==> src/rtl/bcd_down_timer_if.sv <==
// Command/status bundle for bcd_down_timer: preset load, run control and
// count/expiry status. The controller drives the master side.
interface bcd_down_timer_if #(
  parameter int unsigned DIGITS = 2
) ();
  logic                LD;
  logic [4*DIGITS-1:0] DIN;
  logic                START;
  logic                STOP;
  logic                EN;
  logic [4*DIGITS-1:0] Q;
  logic                ZERO;
  logic                BUSY;
  logic                DONE;

  modport master (output LD, DIN, START, STOP, EN,
                  input  Q, ZERO, BUSY, DONE);
  modport slave  (input  LD, DIN, START, STOP, EN,
                  output Q, ZERO, BUSY, DONE);
endinterface

==> src/rtl/bcd_down_timer.sv <==
// Loadable cascaded BCD down-counter/timer with one-cycle DONE on expiry
// and optional auto-reload of the preset.
module bcd_down_timer #(
  parameter int unsigned DIGITS      = 2,
  parameter bit          AUTO_RELOAD = 1'b0
) (
  input  logic              CLK,
  input  logic              RB,
  bcd_down_timer_if.slave   bus
);
  localparam int unsigned W = 4 * DIGITS;

  typedef enum logic {IDLE, RUN} state_e;

  state_e         state_q, state_d;
  logic [W-1:0]   q_q, q_d;
  logic [W-1:0]   rl_q, rl_d;
  logic           done_q, done_d;
  logic [W-1:0]   din_clamped;
  logic [W-1:0]   q_dec;
  logic           borrow;
  logic           zero;

  always_ff @(posedge CLK or negedge RB) begin
    if (!RB) begin
      state_q <= IDLE;
      q_q     <= '0;
      rl_q    <= '0;
      done_q  <= 1'b0;
    end else begin
      state_q <= state_d;
      q_q     <= q_d;
      rl_q    <= rl_d;
      done_q  <= done_d;
    end
  end

  always_comb begin
    din_clamped = '0;
    for (int unsigned i = 0; i < DIGITS; i++) begin
      din_clamped[4*i +: 4] = (bus.DIN[4*i +: 4] > 4'd9) ? 4'd9 : bus.DIN[4*i +: 4];
    end
  end

  // Borrow ripples through every digit in one cycle: 0 wraps to 9 and keeps borrowing.
  always_comb begin
    q_dec  = q_q;
    borrow = 1'b1;
    for (int unsigned i = 0; i < DIGITS; i++) begin
      if (borrow) begin
        if (q_q[4*i +: 4] == 4'd0) begin
          q_dec[4*i +: 4] = 4'd9;
        end else begin
          q_dec[4*i +: 4] = q_q[4*i +: 4] - 4'd1;
          borrow          = 1'b0;
        end
      end
    end
  end

  always_comb zero = (q_q == '0);

  // Command priority: LD > STOP > START > EN; START only acts from IDLE.
  always_comb begin
    state_d = state_q;
    q_d     = q_q;
    rl_d    = rl_q;
    done_d  = 1'b0;
    if (bus.LD) begin
      q_d     = din_clamped;
      rl_d    = din_clamped;
      state_d = IDLE;
    end else if (bus.STOP) begin
      state_d = IDLE;
    end else if (bus.START && state_q == IDLE) begin
      if (zero) begin
        done_d = 1'b1;
      end else begin
        state_d = RUN;
      end
    end else if (bus.EN && state_q == RUN) begin
      if (!zero) begin
        q_d = q_dec;
        if (q_q == W'(1)) begin
          done_d = 1'b1;
          if (!AUTO_RELOAD) state_d = IDLE;
        end
      end else begin
        // Zero in RUN only occurs with auto-reload: restart from the preset.
        q_d    = rl_q;
        done_d = (rl_q == '0);
      end
    end
  end

  always_comb begin
    bus.Q    = q_q;
    bus.ZERO = zero;
    bus.BUSY = (state_q == RUN);
    bus.DONE = done_q;
  end
endmodule

==> src/flat_wrapper.sv <==
// flat-port wrapper written by rule: the top's interface ports become plain ports
module bcd_down_timer_flat 
#(
  parameter int unsigned DIGITS      = 2,
  parameter bit          AUTO_RELOAD = 1'b0
)
  (CLK, RB, bus_LD, bus_DIN, bus_START, bus_STOP, bus_EN, bus_Q, bus_ZERO, bus_BUSY, bus_DONE);
  bcd_down_timer_if #(.DIGITS(DIGITS)) bus_i ();
  input  logic CLK;
  input  logic RB;
  input wire logic [$bits(bus_i.LD)-1:0] bus_LD;
  input wire logic [$bits(bus_i.DIN)-1:0] bus_DIN;
  input wire logic [$bits(bus_i.START)-1:0] bus_START;
  input wire logic [$bits(bus_i.STOP)-1:0] bus_STOP;
  input wire logic [$bits(bus_i.EN)-1:0] bus_EN;
  output wire logic [$bits(bus_i.Q)-1:0] bus_Q;
  output wire logic [$bits(bus_i.ZERO)-1:0] bus_ZERO;
  output wire logic [$bits(bus_i.BUSY)-1:0] bus_BUSY;
  output wire logic [$bits(bus_i.DONE)-1:0] bus_DONE;
  assign bus_i.LD = bus_LD;
  assign bus_i.DIN = bus_DIN;
  assign bus_i.START = bus_START;
  assign bus_i.STOP = bus_STOP;
  assign bus_i.EN = bus_EN;
  assign bus_Q = bus_i.Q;
  assign bus_ZERO = bus_i.ZERO;
  assign bus_BUSY = bus_i.BUSY;
  assign bus_DONE = bus_i.DONE;
  bcd_down_timer #(.DIGITS(DIGITS), .AUTO_RELOAD(AUTO_RELOAD)) u_core (.CLK(CLK), .RB(RB), .bus(bus_i));
endmodule
==> config.mk <==
export PLATFORM = sky130hd
export DESIGN_NAME = bcd_down_timer_flat
export DESIGN_NICKNAME = d
export VERILOG_FILES = /design/src/rtl/bcd_down_timer_if.sv /design/src/rtl/bcd_down_timer.sv /design/src/flat_wrapper.sv
export SDC_FILE = /design/constraint.sdc
export NUM_CORES = 1
export LEC_CHECK = 0
export BUFFER_PORTS_ARGS = -buffer_cell sky130_fd_sc_hd__buf_2
export CAP_MARGIN = 15
export CORE_MARGIN = 2
export CORE_UTILIZATION = 40
export CTS_BUF_LIST = sky130_fd_sc_hd__clkbuf_4
export CTS_CLUSTER_DIAMETER = 30
export DETAILED_ROUTE_END_ITERATION = 10
export GPL_TIMING_DRIVEN = 0
export PLACE_DENSITY_LB_ADDON = 0.1
export SLEW_MARGIN = 20
export SYNTH_ARGS = -nofsm -noshare
export SYNTH_HDL_FRONTEND = slang
export SYNTH_SLANG_ARGS = --single-unit
==> constraint.sdc <==
create_clock -name CLK -period 1.8 [get_ports CLK]
set_clock_uncertainty 0.15 [all_clocks]
set_input_delay 0 -clock CLK [delete_from_list [all_inputs] [get_ports CLK]]
set_output_delay 0 -clock CLK [all_outputs]
set_load 0.01 [all_outputs]
# Word-level counts from Yosys, hierarchy flattened
# Index checks and enable logic that the tools add are counted.
[word_totals]
out_inout_bits = 11
ramBits = 0
latch_bits = 0
mem_count = 0
regBits = 18
wordCells = 53
romBits = 0
[classes]
n_lt_le_gt_ge = 2
div = 0
n_mux = 25
n_addsub = 2
n_reduce_logical = 13
bitwise = 1
eq_ne = 5
shifts = 0
n_mul = 0
[ops]
columns = ["cell", "count"]
rows = [
  ["$mux W8", 5],
  ["$mux W4", 5],
  ["$logic_not A8 Y1", 2],
  ["$mux W1", 15],
  ["$eq A8 B1 Y1 const B", 1],
  ["$gt A4 B4 Y1 const B", 2],
  ["$logic_not A4 Y1", 2],
  ["$ne A4 B4 Y1 const B", 2],
  ["$reduce_and A4 Y1", 2],
  ["$reduce_bool A4 Y1", 2],
  ["$sub A4 B1 Y4 const B", 2],
  ["$ne A2 B2 Y1 const B", 2],
  ["$reduce_and A3 Y1", 1],
  ["$reduce_bool A3 Y1", 1],
  ["$logic_and A1 B1 Y1", 2],
  ["$reduce_bool A2 Y1", 1],
  ["$not A1 Y1", 1],
]

# Logic depth before layout (Yosys ltp)
# Gate-level depths: netlist (run 1).
[logic_depth]
word_depth = 8
mapped_depth = 4
depth_no_buf = 4

# Worst setup path before layout (run 1)
# Ideal clock, no wire load.
[synth_path]
path_kind = "register -> register"
startpoint = "reg u_core.q_q[0], in the netlist u_core.bus.Q[0]"
endpoint = "reg u_core.q_q[5], in the netlist u_core.bus.Q[5]"
period_less_slack_ps = 1700
setup_ps = 135
path_slack_ps = 100
path_stages_with_launch = 5
t_arrival_ps = 1415
required_time_ps = 1515
cell_sequence = "dfrtp_1 > or4_4 > nor2_4 > a31o_1 > a211oi_2"
[synth_between]
elab_chain_cells = 6
word_cells_on_any_way = 10
classes_between = "mux (6); reduce/logical (4)"
[synth_rtl]
columns = ["item", "line", "text"]
rows = [
  ["start, declared", "bcd_down_timer.sv:16", "logic [W-1:0] q_q, q_d;"],
  ["start signal, assigned", "bcd_down_timer.sv:32", "q_q <= q_d;"],
  ["$logic_not A8 Y1", "bcd_down_timer.sv:61", "always_comb zero = (q_q == '0);"],
  ["$mux W8", "bcd_down_timer.sv:82", "if (!zero) begin"],
  ["$mux W8", "bcd_down_timer.sv:81", "end else if (bus.EN && state_q == RUN) begin"],
  ["$mux W8", "bcd_down_timer.sv:75", "end else if (bus.START && state_q == IDLE) begin"],
  ["$mux W8", "bcd_down_timer.sv:73", "end else if (bus.STOP) begin"],
  ["$mux W8", "bcd_down_timer.sv:69", "if (bus.LD) begin"],
]
# Parallel ways exist; a longest one is shown, timed or not. The select of a mux whose other input is x is not followed.
# A chain may end at the register's enable or synchronous reset.

# Worst setup path in the final report (run 1)
# Ends and elaborated chain as after synthesis.

==> flow_summary.rst, run 1 <==
.. list-table::
   :header-rows: 1

   * - Metric
     - Value
   * - Result of the run
     - finished, final reports clean
   * - Number of max-slew violations in the final report
     - 0
   * - Final number of hold-violating endpoints
     - 0
   * - Average instance area after synthesis
     - around 9.7 um^2
   * - Detailed-route vias per instance
     - about 5.4
   * - Syn. warnings
     - 0
   * - Wire length of the first global-routing pass
     - around 4200 um
   * - Pwr Density
     - about 660 nW/um^2
   * - CTS root buffer
     - sky130_fd_sc_hd__clkbuf_4
   * - Share of final-layout standard cells stronger than drive strength 1
     - 0.317
   * - Maximum clock rate
     - 0.580 GHz
   * - Synthesized Nets
     - 111
   * - Static leakage
     - between 0.0005 and 0.0006 uW
   * - Number of failing setup endpoints in the final timing report
     - 0
   * - Total detailed-routing wirelength
     - 2510 um
   * - Post-route minimum period
     - about 1700 ps
   * - Number of search-and-repair iterations in the first detailed-routing pass
     - 5
   * - Critical Path Stages
     - 4
   * - Critical path data arrival time
     - 1750 ps
   * - Setup repair after global routing missed its margin
     - no
   * - Row count
     - 17
   * - Number of port buffers
     - 24
   * - Cell with the largest stage delay on the worst path
     - sky130_fd_sc_hd__or4_4
   * - Biggest fanout along the worst timing path
     - 7
   * - Net count reported at finish
     - 160
   * - Path category of the worst min-delay check
     - in -> async
   * - Cell Area, Synth
     - 942 um^2
   * - Least-Margin Pin Slew
     - approximately 470 ps
   * - Grt ovf
     - 0
   * - Count of state elements after synthesis
     - 18
   * - DP HPWL
     - ~1700 um
   * - Crit end category
     - flip-flop
   * - Max rail drop VDD
     - ~480 uV
   * - Top_reg_cell synth
     - sky130_fd_sc_hd__dfrtp_1
   * - Dominant delay contributor by cell family on the critical path
     - simple AND/OR/NAND/NOR gates
   * - Longest individual stage delay on the worst path
     - between 500 and 600 ps
   * - Worst-skew pair later-pin latency
     - 290 ps
   * - Ordered list of cells on the worst path
     - or4_4 -> nor2_4 -> a31o_1 -> a211oi_2
   * - Worst Path Class, Setup
     - reg -> reg
   * - Total Routing Usage GR
     - 0.210
   * - DP Worst Slack
     - 17.6 ps
   * - Number of diodes added for antenna fixing
     - 0
   * - Count of nets left with antenna violations after detail routing
     - 0
   * - DRC
     - 0
   * - Startpoint type of the worst setup path
     - flip-flop
   * - Layout Area Growth over Synthesis
     - 41.4%
   * - Maximum number of pins on one net before global-route repair
     - 19
   * - Horizontal die dimension
     - about 53 um
   * - Inst Count DP
     - 149
   * - Cells after Synth
     - 97
   * - R2R depth
     - 4
   * - Clock transition at the registers of the reported paths
     - 110 ps
   * - Worst Setup Slack, final
     - between 70 and 80 ps
   * - Routed via count
     - 942
   * - Via count of the first global-routing pass
     - between 900 and 1k
   * - Headroom to the max-slew limit
     - 0.687
   * - Number of enable-type register cells in the synthesized netlist
     - 0
   * - Deepest level of the CTS H-tree
     - 1
   * - Register area share after synthesis
     - 0.478
   * - Total buffers and inverters traversed by the critical path
     - 0
   * - Violation count after the first detailed-route iteration
     - 18
   * - Count of distinct cell types in the synthesized netlist
     - 35
   * - Global placement routability congestion
     - between 0.8 and 0.9
   * - Period Utilization, post-route
     - 0.958
   * - Inserted Clock Buffers
     - 3
   * - Area of the die
     - about 2800 um^2
   * - CTS tree
     - built
   * - Number of antenna violations at the first check in global routing
     - 0
   * - Standard cell core area
     - approximately 2200 um^2
   * - Initial core utilization
     - 0.426
   * - WL per Instance
     - 14.5 um
   * - Synth async-reset ratio
     - 1.00
   * - Top-level port count
     - 25
   * - Longest Clk Path Bufs
     - 2
   * - Max capacitance violation total
     - 0
   * - Required time reported for the critical path endpoint
     - roughly 1800 ps
   * - Total number of clock tree sinks
     - 18
   * - DIE HEIGHT
     - 52.5 um
   * - Number of non-filler instances in the completed layout
     - 173
   * - Reg-to-reg slack, setup
     - 80 ps
-- worst paths after layout --
kind | from | end
max | u_core.bus.Q[0] | u_core.bus.Q[5]
min | RB | u_core.bus.Q[7]
max reg2reg | u_core.bus.Q[0] | u_core.bus.Q[5]
min reg2reg | u_core.rl_q[4] | u_core.rl_q[4]
max in group asynchronous | RB | u_core.bus.Q[0]
min in group CLK | bus_STOP | u_core.bus.DONE
-- cell type report --
| cell class | instances | area, um^2 |
|---|---|---|
| Buffer | 1 | 3.75 |
| Clock inverter | 1 | 3.75 |
| Clock buffer | 3 | 22.5 |
| Sequential cell | 18 | 455 |
| Inverter | 8 | 30.0 |
| Fill cell | 205 | 880 |
| Tap cell | 28 | 35.0 |
| Multi-Input combinational cell | 69 | 469 |
| Timing Repair Buffer | 45 | 313 |
-- timing repair --
action | in CTS | in global routing
resized for setup | 1 | 5
endpoints found under the hold margin | 36 | 0
setup buffers | 2 | 5
setup endpoints to repair | 3 | 8
hold buffers | 14 | 0
pin swaps | 1 | 2
-- registers in the layout, summed over array words and instances (netlist names) --
register,count
u_core.bus.BUSY,1
u_core.bus.DONE,1
u_core.bus.Q,8
u_core.rl_q,8
-- synth_stat cells (2+ instances only) --
cell type | count | area share
sky130_fd_sc_hd__nand3b_1 | 2 | 0.016
sky130_fd_sc_hd__inv_1 | 8 | 0.032
sky130_fd_sc_hd__o21ai_0 | 7 | 0.037
sky130_fd_sc_hd__nor4_1 | 3 | 0.020
sky130_fd_sc_hd__a21boi_1 | 2 | 0.016
sky130_fd_sc_hd__a31oi_1 | 3 | 0.020
sky130_fd_sc_hd__o21ai_1 | 4 | 0.021
sky130_fd_sc_hd__nand2_1 | 6 | 0.024
sky130_fd_sc_hd__mux2_2 | 2 | 0.024
sky130_fd_sc_hd__dfrtp_1 | 18 | 0.48
sky130_fd_sc_hd__nor3_1 | 3 | 0.016
sky130_fd_sc_hd__nor2_1 | 8 | 0.032
sky130_fd_sc_hd__a21oi_1 | 6 | 0.032
sky130_fd_sc_hd__a32oi_1 | 2 | 0.019
sky130_fd_sc_hd__clkbuf_1 | 2 | 0.0080
sky130_fd_sc_hd__o21a_1 | 2 | 0.016
-- placed cells by master, fill, tap and decap left out, types with 4 or more instances in the layout --
cell	count
sky130_fd_sc_hd__dlygate4sd3_1	14
sky130_fd_sc_hd__dfrtp_2	4
sky130_fd_sc_hd__a21oi_1	6
sky130_fd_sc_hd__nor2_1	8
sky130_fd_sc_hd__buf_4	7
sky130_fd_sc_hd__nand2_1	6
sky130_fd_sc_hd__buf_2	24
sky130_fd_sc_hd__dfrtp_1	14
sky130_fd_sc_hd__inv_1	8
sky130_fd_sc_hd__o21ai_1	4
sky130_fd_sc_hd__o21ai_0	7
-- kinds of logic after synthesis --
kind of cell	share of synthesized area
compound gates	0.256
buf+inv	0.0398
flops	0.478
mux	0.0239
simple gates	0.202
-- report_power, final --
| group | switching (uW) | internal, uW |
|---|---|---|
| sequential | 48.5 | 438 |
| combinational | 90.2 | 101 |
| clock | 127 | 80.6 |
| total | 266 | 620 |
-- per-layer routing --
| layer | vias up | track usage | wire length, um |
|---|---|---|---|
| li1 | 464 | - | - |
| met1 | 450 | 0.284 | 1210 |
| met2 | 26 | 0.333 | 1170 |
| met3 | 2 | 0.0571 | 118 |
| met4 | 0 | 0.0513 | 14 |
| met5 | - | 0 | 0 |
-- stage by stage --
step / total power, uW / hold slack (ps) / setup TNS [ps] / area (um^2) / utilization
after floorplan: 563 / -446 / 0 / 942 / -
after global placement: 630 / -193 / -3.99 / 1100 / 0.496
after detailed placement: 633 / -192 / 0 / 1100 / 0.496
after CTS: 873 / 9.19 / 0 / 1280 / 0.581
after global routing: 944 / 31.0 / 0 / 1330 / 0.602
final: 885 / 3.11 / 0 / 1330 / 0.602
Power figures use the tool's default switching activity.
==> run 2: changes to the inputs <==
- RECOVER_POWER: default -> 100
==> run 2 against run 1 <==
  * Sequential power about the same
  * Largest cell class unchanged
  * First-iteration DRC count is the same
  * Via count down 0.32%
  * Flip-flop and latch count unchanged
  * Critical endpoint unchanged
  * Register-to-register slack barely moved
  * Clock power is essentially flat
==> flow_summary.rst, run 2 (synthesized netlist as in run 1, its figures left out) <==
.. list-table::
   :header-rows: 1

   * - Metric
     - Value
   * - Routed via count
     - 939 (-0.32%)
   * - Cell-internal power
     - 617 uW (-0.50%)
   * - Met1 track demand over resource in global routing
     - 0.284 (unchanged)
   * - Headroom to the max-slew limit
     - 0.342 (-0.345)
   * - Share of final-layout standard cells stronger than drive strength 1
     - 0.262 (-0.0552)
   * - Critical path data arrival time
     - 1750 ps (about the same)
   * - Horizontal die dimension
     - 52.5 um (unchanged)
   * - Biggest fanout along the worst timing path
     - 7 (unchanged)
   * - CTS root buffer
     - sky130_fd_sc_hd__clkbuf_4
   * - Highest-count cells in the layout ignoring fill and taps
     - 16 x sky130_fd_sc_hd__buf_2, 14 x sky130_fd_sc_hd__dlygate4sd3_1, 14 x sky130_fd_sc_hd__dfrtp_1, 9 x sky130_fd_sc_hd__clkbuf_1
   * - Cell with the largest stage delay on the worst path
     - sky130_fd_sc_hd__or4_4
   * - Result of the run
     - finished, final reports clean
   * - Reg-to-reg slack, setup
     - 70 ps (about the same)
   * - Required time reported for the critical path endpoint
     - 1820 ps (about the same)
   * - Inserted Clock Buffers
     - 3 (unchanged)
   * - Row count
     - 17 (unchanged)
   * - Crit end category
     - flip-flop
   * - Share of total power in combinational logic
     - 0.213 (-0.003)
   * - Via count of the first global-routing pass
     - 932 (unchanged)
   * - Fraction of power consumed by sequential logic
     - 0.551 (about the same)
   * - Number of diodes added for antenna fixing
     - 0 (unchanged)
   * - Maximum clock rate
     - 0.579 GHz (-0.23%)
   * - Number of non-filler instances in the completed layout
     - 173 (unchanged)
   * - Setup repair after global routing missed its margin
     - no
   * - Post-route minimum period
     - 1730 ps (+3.93 ps)
   * - Maximum number of pins on one net before global-route repair
     - 19 (unchanged)
   * - Top-level port count
     - 25 (unchanged)
   * - Path category of the worst min-delay check
     - in -> async
   * - DRC
     - 0 (unchanged)
   * - Net count reported at finish
     - 160 (unchanged)
   * - Least-Margin Pin Slew
     - 986 ps (+517 ps)
   * - Count of nets left with antenna violations after detail routing
     - 0 (unchanged)
   * - Static leakage
     - 0.000549 uW (-4.7%)
   * - Max capacitance violation total
     - 0 (unchanged)
   * - Most frequent standard cell in the layout excluding fill and tap cells
     - sky130_fd_sc_hd__buf_2
   * - Wire length of the first global-routing pass
     - 4230 um (unchanged)
   * - Number of port buffers
     - 24 (unchanged)
   * - Violation count after the first detailed-route iteration
     - 18 (unchanged)
   * - Total detailed-routing wirelength
     - 2530 um (+0.76%)
   * - Switch Pwr
     - 267 uW (+0.66%)
   * - Clock network power share
     - 0.236 (+0.002)
   * - Ordered list of cells on the worst path
     - or4_4 -> nor2_4 -> a31o_1 -> a211oi_2
   * - Total Routing Usage GR
     - 0.210 (unchanged)
   * - DP HPWL
     - 1700 um (unchanged)
   * - Period Utilization, post-route
     - 0.960 (+0.00218)
   * - Detailed-route vias per instance
     - 5.43 (-0.32%)
   * - Max rail drop VDD
     - 482 uV (+0.11%)
   * - GRT Max-Usage Layer
     - met2
   * - Layout Area Growth over Synthesis
     - 40.4%
   * - Final number of hold-violating endpoints
     - 0 (unchanged)
   * - Global placement routability congestion
     - 0.863 (unchanged)
   * - Number of search-and-repair iterations in the first detailed-routing pass
     - 4 (-1)
   * - Number of antenna violations at the first check in global routing
     - 0 (unchanged)
   * - Inst Count DP
     - 149 (unchanged)
   * - Number of max-slew violations in the final report
     - 0 (unchanged)
   * - Startpoint type of the worst setup path
     - flip-flop
   * - GR Util met3
     - 0.0571 (unchanged)
   * - Deepest level of the CTS H-tree
     - 1 (unchanged)
   * - Longest Clk Path Bufs
     - 2 (unchanged)
   * - Initial core utilization
     - 0.426 (unchanged)
   * - GR met2 Demand/Resource
     - 0.333 (unchanged)
   * - Clock transition at the registers of the reported paths
     - 110 ps (about the same)
   * - Startpoint of the worst register-to-register path
     - u_core.bus.Q[0]
   * - Proportion of total power due to net switching
     - 0.302 (+0.00245)
   * - Longest individual stage delay on the worst path
     - 580 ps (about the same)
   * - Grt ovf
     - 0 (unchanged)
   * - R2R depth
     - 4 (unchanged)
   * - Total number of clock tree sinks
     - 18 (unchanged)
   * - Pwr Density
     - 668 nW/um^2 (+0.60%)
   * - Total power after layout
     - 884 uW (-0.15%)
   * - WL per Instance
     - 14.6 um (+0.76%)
   * - Area of the die
     - 2760 um^2 (unchanged)
   * - Standard cell core area
     - 2210 um^2 (unchanged)
   * - Number of failing setup endpoints in the final timing report
     - 0 (unchanged)
   * - Worst Path Class, Setup
     - reg -> reg
   * - Worst-skew pair later-pin latency
     - 290 ps (about the same)
   * - CTS tree
     - built
   * - Worst reg2reg endpoint
     - u_core.bus.Q[5]
   * - DIE HEIGHT
     - 52.5 um (unchanged)
run 2: cell count changes in the layout (fill, tap and decap cells not counted):
| cell | change |
|---|---|
| sky130_fd_sc_hd__clkbuf_1 | +8 |
| sky130_fd_sc_hd__buf_2 | -8 |
run 2: power groups by stage:
stage | logic (uW) | registers (uW) | clock network [uW]
after CTS | 172 | 483 | 218
after global placement | 142 | 488 | 0
after global routing | 208 | 493 | 240
after detailed placement | 143 | 490 | 0
after floorplan | 75.7 | 488 | 0
final | 189 | 487 | 208
run 2: layout make-up:
cell class	count	area (um^2)
Buffer	1	3.75
Multi-Input combinational cell	69	469
Fill cell	210	890
Clock inverter	1	3.75
Timing Repair Buffer	45	303
Sequential cell	18	455
Clock buffer	3	22.5
Tap cell	28	35.0
Inverter	8	30.0
run 2: per-stage QoR:
step,area [um^2],hold WS (ps),utilization,TNS [ps],setup slack [ps]
2_1_floorplan,942,-446,-,0,99.8
3_3_place_gp,1100,-193,0.496,-3.99,-3.99
4_1_cts,1280,9.19,0.581,0,15.6
3_5_place_dp,1100,-192,0.496,0,17.6
5_1_grt,1320,299,0.598,0,4.43
6_report,1320,219,0.598,0,72.5
run 2: timing repair:
action                                 4_1_cts  5_1_grt
hold buffers                                14        0
pin swaps                                    1        2
gates resized for setup                      1        5
setup endpoints to repair                    3        8
endpoints found under the hold margin       36        0
buffers inserted                             2        5
cloned                                       0        0
run 2: critical path: cells and delay by family, from the launching register on:
| family | cells | cell delay (ps) |
|---|---|---|
| compound gates | 2 | 230 |
| simple gates | 2 | 740 |
| flops | 1 | 480 |
run 2: per-layer routing:
metal  part of all wire  wire length [um]
met2               0.47              1180
met4             0.0055                14
met5                  0                 0
met3              0.035                88
met1               0.49              1240
run 2: how the worst max path moves through the flow:
| stage | start | end | slack [ps] | cells past startpoint |
|---|---|---|---|---|
| 2_1_floorplan | u_core.bus.Q[0] | u_core.bus.Q[5] | 100 | 4 |
| 3_3_place_gp | u_core.bus.Q[0] | u_core.bus.Q[4] | -4 | 4 |
| 3_5_place_dp | u_core.bus.Q[5] | u_core.bus.Q[4] | 20 | 4 |
| 4_1_cts | u_core.bus.Q[0] | bus_ZERO | 20 | 4 |
| 5_1_grt | u_core.bus.Q[0] | bus_ZERO | 4 | 4 |
| 6_report | u_core.bus.Q[0] | u_core.bus.Q[5] | 70 | 4 |
==> run 3: changes to the inputs <==
--- a/config.mk
+++ b/config.mk
@@ -16,4 +16,5 @@
 export PLACE_DENSITY_LB_ADDON = 0.1
 export RECOVER_POWER = 100
+export SKIP_CTS_REPAIR_TIMING = 1
 export SLEW_MARGIN = 20
 export SYNTH_ARGS = -nofsm -noshare
--- a/constraint.sdc
+++ b/constraint.sdc
@@ -3,3 +3,3 @@
 set_input_delay 0 -clock CLK [delete_from_list [all_inputs] [get_ports CLK]]
 set_output_delay 0 -clock CLK [all_outputs]
-set_load 0.01 [all_outputs]
+set_load 0.02 [all_outputs]
==> run 3 against run 2 <==
  * Setup slack improved by 7.3 ps
  * Design area is 1.2% lower
  * Maximum frequency up 0.43%
  * Hold slack worse by 5.3 ps
  * Critical path type unchanged
  * Highest routed layer unchanged
==> flow_summary.rst, run 3 (synthesized netlist as in run 1, its figures left out) <==
.. list-table::
   :header-rows: 1

   * - Metric
     - Value
   * - Standard cell core area
     - 2210 um^2 (unchanged)
   * - Cell with the largest stage delay on the worst path
     - sky130_fd_sc_hd__or4_4
   * - Critical path data arrival time
     - 1740 ps (about the same)
   * - Inserted Clock Buffers
     - 3 (unchanged)
   * - Longest individual stage delay on the worst path
     - 580 ps (about the same)
   * - Via count of the first global-routing pass
     - 828 (-11%)
   * - Share of final-layout standard cells stronger than drive strength 1
     - 0.236 (-0.0260)
   * - Least-Margin Pin Slew
     - 976 ps (-10.4 ps)
   * - Number of failing setup endpoints in the final timing report
     - 0 (unchanged)
   * - Clock network power share
     - 0.235 (about the same)
   * - Most frequent standard cell in the layout excluding fill and tap cells
     - sky130_fd_sc_hd__dfrtp_1
   * - Total detailed-routing wirelength
     - 2510 um (-0.91%)
   * - Layout Area Growth over Synthesis
     - 38.6%
   * - Worst Setup Slack, final
     - 79.8 ps (+7.32 ps)
   * - DP Worst Slack
     - 17.6 ps (unchanged)
   * - Routed via count
     - 945 (+0.64%)
   * - Post-route minimum period
     - 1720 ps (-7.32 ps)
   * - Register cell area after layout
     - 453 um^2 (-0.55%)
   * - Maximum number of pins on one net before global-route repair
     - 19 (unchanged)
   * - WL per Instance
     - 14.6 um (-0.33%)
   * - R2R depth
     - 4 (unchanged)
   * - Number of search-and-repair iterations in the first detailed-routing pass
     - 4 (unchanged)
   * - Maximum clock rate
     - 0.581 GHz (+0.43%)
   * - Result of the run
     - finished, final reports clean
   * - Fraction of power consumed by sequential logic
     - 0.547 (-0.004)
   * - Worst Path Class, Setup
     - reg -> reg
   * - Number of antenna violations at the first check in global routing
     - 0 (unchanged)
   * - Multi-input gate area
     - 472 um^2 (+0.53%)
   * - Crit end category
     - flip-flop
   * - Period Utilization, post-route
     - 0.956 (-0.00407)
   * - Grt ovf
     - 0 (unchanged)
   * - Total power after layout
     - 891 uW (+0.84%)
   * - Max capacitance violation total
     - 0 (unchanged)
   * - Number of port buffers
     - 24 (unchanged)
   * - Number of max-slew violations in the final report
     - 0 (unchanged)
   * - Reg-to-reg slack, setup
     - 80 ps (about the same)
   * - Cell-internal power
     - 610 uW (-1.1%)
   * - Path category of the worst min-delay check
     - in -> async
   * - Dominant delay contributor by cell family on the critical path
     - simple AND/OR/NAND/NOR gates
   * - Row count
     - 17 (unchanged)
   * - Static leakage
     - 0.000541 uW (-1.4%)
   * - Headroom to the max-slew limit
     - 0.349 (+0.00695)
   * - Number of diodes added for antenna fixing
     - 0 (unchanged)
   * - Max rail drop VDD
     - 496 uV (+2.8%)
   * - Final number of hold-violating endpoints
     - 0 (unchanged)
   * - Area of the die
     - 2760 um^2 (unchanged)
   * - Share of total power in combinational logic
     - 0.218 (+0.005)
   * - Net count reported at finish
     - 159 (-0.63%)
   * - Horizontal die dimension
     - 52.5 um (unchanged)
   * - Total buffers and inverters traversed by the critical path
     - 0 (unchanged)
   * - Switch Pwr
     - 282 uW (+5.3%)
   * - Global placement routability congestion
     - 0.863 (unchanged)
   * - DP HPWL
     - 1700 um (unchanged)
   * - Total number of clock tree sinks
     - 18 (unchanged)
   * - Clock transition at the registers of the reported paths
     - 110 ps (about the same)
   * - Pwr Density
     - 682 nW/um^2 (+2.1%)
   * - Proportion of total power due to net switching
     - 0.316 (+0.0134)
   * - Wire length of the first global-routing pass
     - 3870 um (-8.5%)
   * - Deepest level of the CTS H-tree
     - 1 (unchanged)
   * - Biggest fanout along the worst timing path
     - 7 (unchanged)
   * - Ordered list of cells on the worst path
     - or4_4 -> nor2_4 -> a31o_1 -> a211oi_2
   * - CTS root buffer
     - sky130_fd_sc_hd__clkbuf_4
   * - Required time reported for the critical path endpoint
     - 1820 ps (about the same)
   * - Filler cell count in the final layout
     - 216 (+2.9%)
   * - DIE HEIGHT
     - 52.5 um (unchanged)
   * - Total Routing Usage GR
     - 0.193 (-0.0175)
   * - DRC
     - 0 (unchanged)
   * - Startpoint of the worst register-to-register path
     - u_core.bus.Q[0]
   * - Top-level port count
     - 25 (unchanged)
   * - Count of nets left with antenna violations after detail routing
     - 0 (unchanged)
   * - Startpoint type of the worst setup path
     - flip-flop
   * - Violation count after the first detailed-route iteration
     - 19 (+1)
   * - Highest-count cells in the layout ignoring fill and taps
     - 16 x sky130_fd_sc_hd__dfrtp_1, 14 x sky130_fd_sc_hd__buf_2, 13 x sky130_fd_sc_hd__dlygate4sd3_1, 12 x sky130_fd_sc_hd__clkbuf_1
   * - Worst-skew pair later-pin latency
     - 290 ps (about the same)
   * - Detailed-route vias per instance
     - 5.49 (+1.2%)
   * - Worst reg2reg endpoint
     - u_core.bus.Q[5]
   * - CTS tree
     - built
   * - Initial core utilization
     - 0.426 (unchanged)
   * - Longest Clk Path Bufs
     - 2 (unchanged)
-- run 3: cell type report --
type / count / area share
Tap cell: 28 / 0.0268
Buffer: 2 / 0.00575
Multi-Input combinational cell: 69 / 0.361
Inverter: 8 / 0.0230
Sequential cell: 18 / 0.347
Clock buffer: 3 / 0.0172
Clock inverter: 1 / 0.00287
Timing Repair Buffer: 43 / 0.216
-- run 3: through the flow --
stage | std cells | hold slack [ps] | utilization | TNS, ps | instance area (um^2)
after global placement | 149 | -193 | 0.496 | -3.99 | 1100
after detailed placement | 149 | -192 | 0.496 | 0 | 1100
after floorplan | 97 | -446 | - | 0 | 942
after global routing | 172 | 298 | 0.590 | -23.4 | 1310
after CTS | 153 | -526 | 0.508 | -163 | 1120
final | 172 | 213 | 0.590 | 0 | 1310
-- run 3: worst reg2reg max path, cell delays in order, from the launching register on --
cell	delay, ps
sky130_fd_sc_hd__dfrtp_2	480
sky130_fd_sc_hd__or4_4	580
sky130_fd_sc_hd__nor2_4	160
sky130_fd_sc_hd__a31o_1	170
sky130_fd_sc_hd__a211oi_2	60
-- run 3: layer usage --
metal	up-vias	GRT usage	routed length [um]
met5	-	0	0
met1	457	0.274	1220
met2	22	0.296	1170
met3	2	0.0514	96
met4	0	0.0385	12
li1	464	-	-
-- run 3: how the worst max path moves through the flow --
stage                           end  slack, ps  depth (start not counted)       startpoint
finish              u_core.bus.Q[5]         80                          4  u_core.bus.Q[0]
global route               bus_ZERO        -20                          5  u_core.bus.Q[4]
CTS                        bus_ZERO       -140                          4  u_core.bus.Q[5]
detailed placement  u_core.bus.Q[4]         20                          4  u_core.bus.Q[5]
global placement    u_core.bus.Q[4]         -4                          4  u_core.bus.Q[0]
floorplan           u_core.bus.Q[5]         50                          4  u_core.bus.Q[0]
-- run 3: power by group through the flow --
stage | clock network, uW | registers, uW | logic (uW)
finish | 210 | 487 | 194
global route | 240 | 493 | 214
CTS | 218 | 482 | 157
detailed placement | 0 | 490 | 156
global placement | 0 | 488 | 156
floorplan | 0 | 501 | 75.8
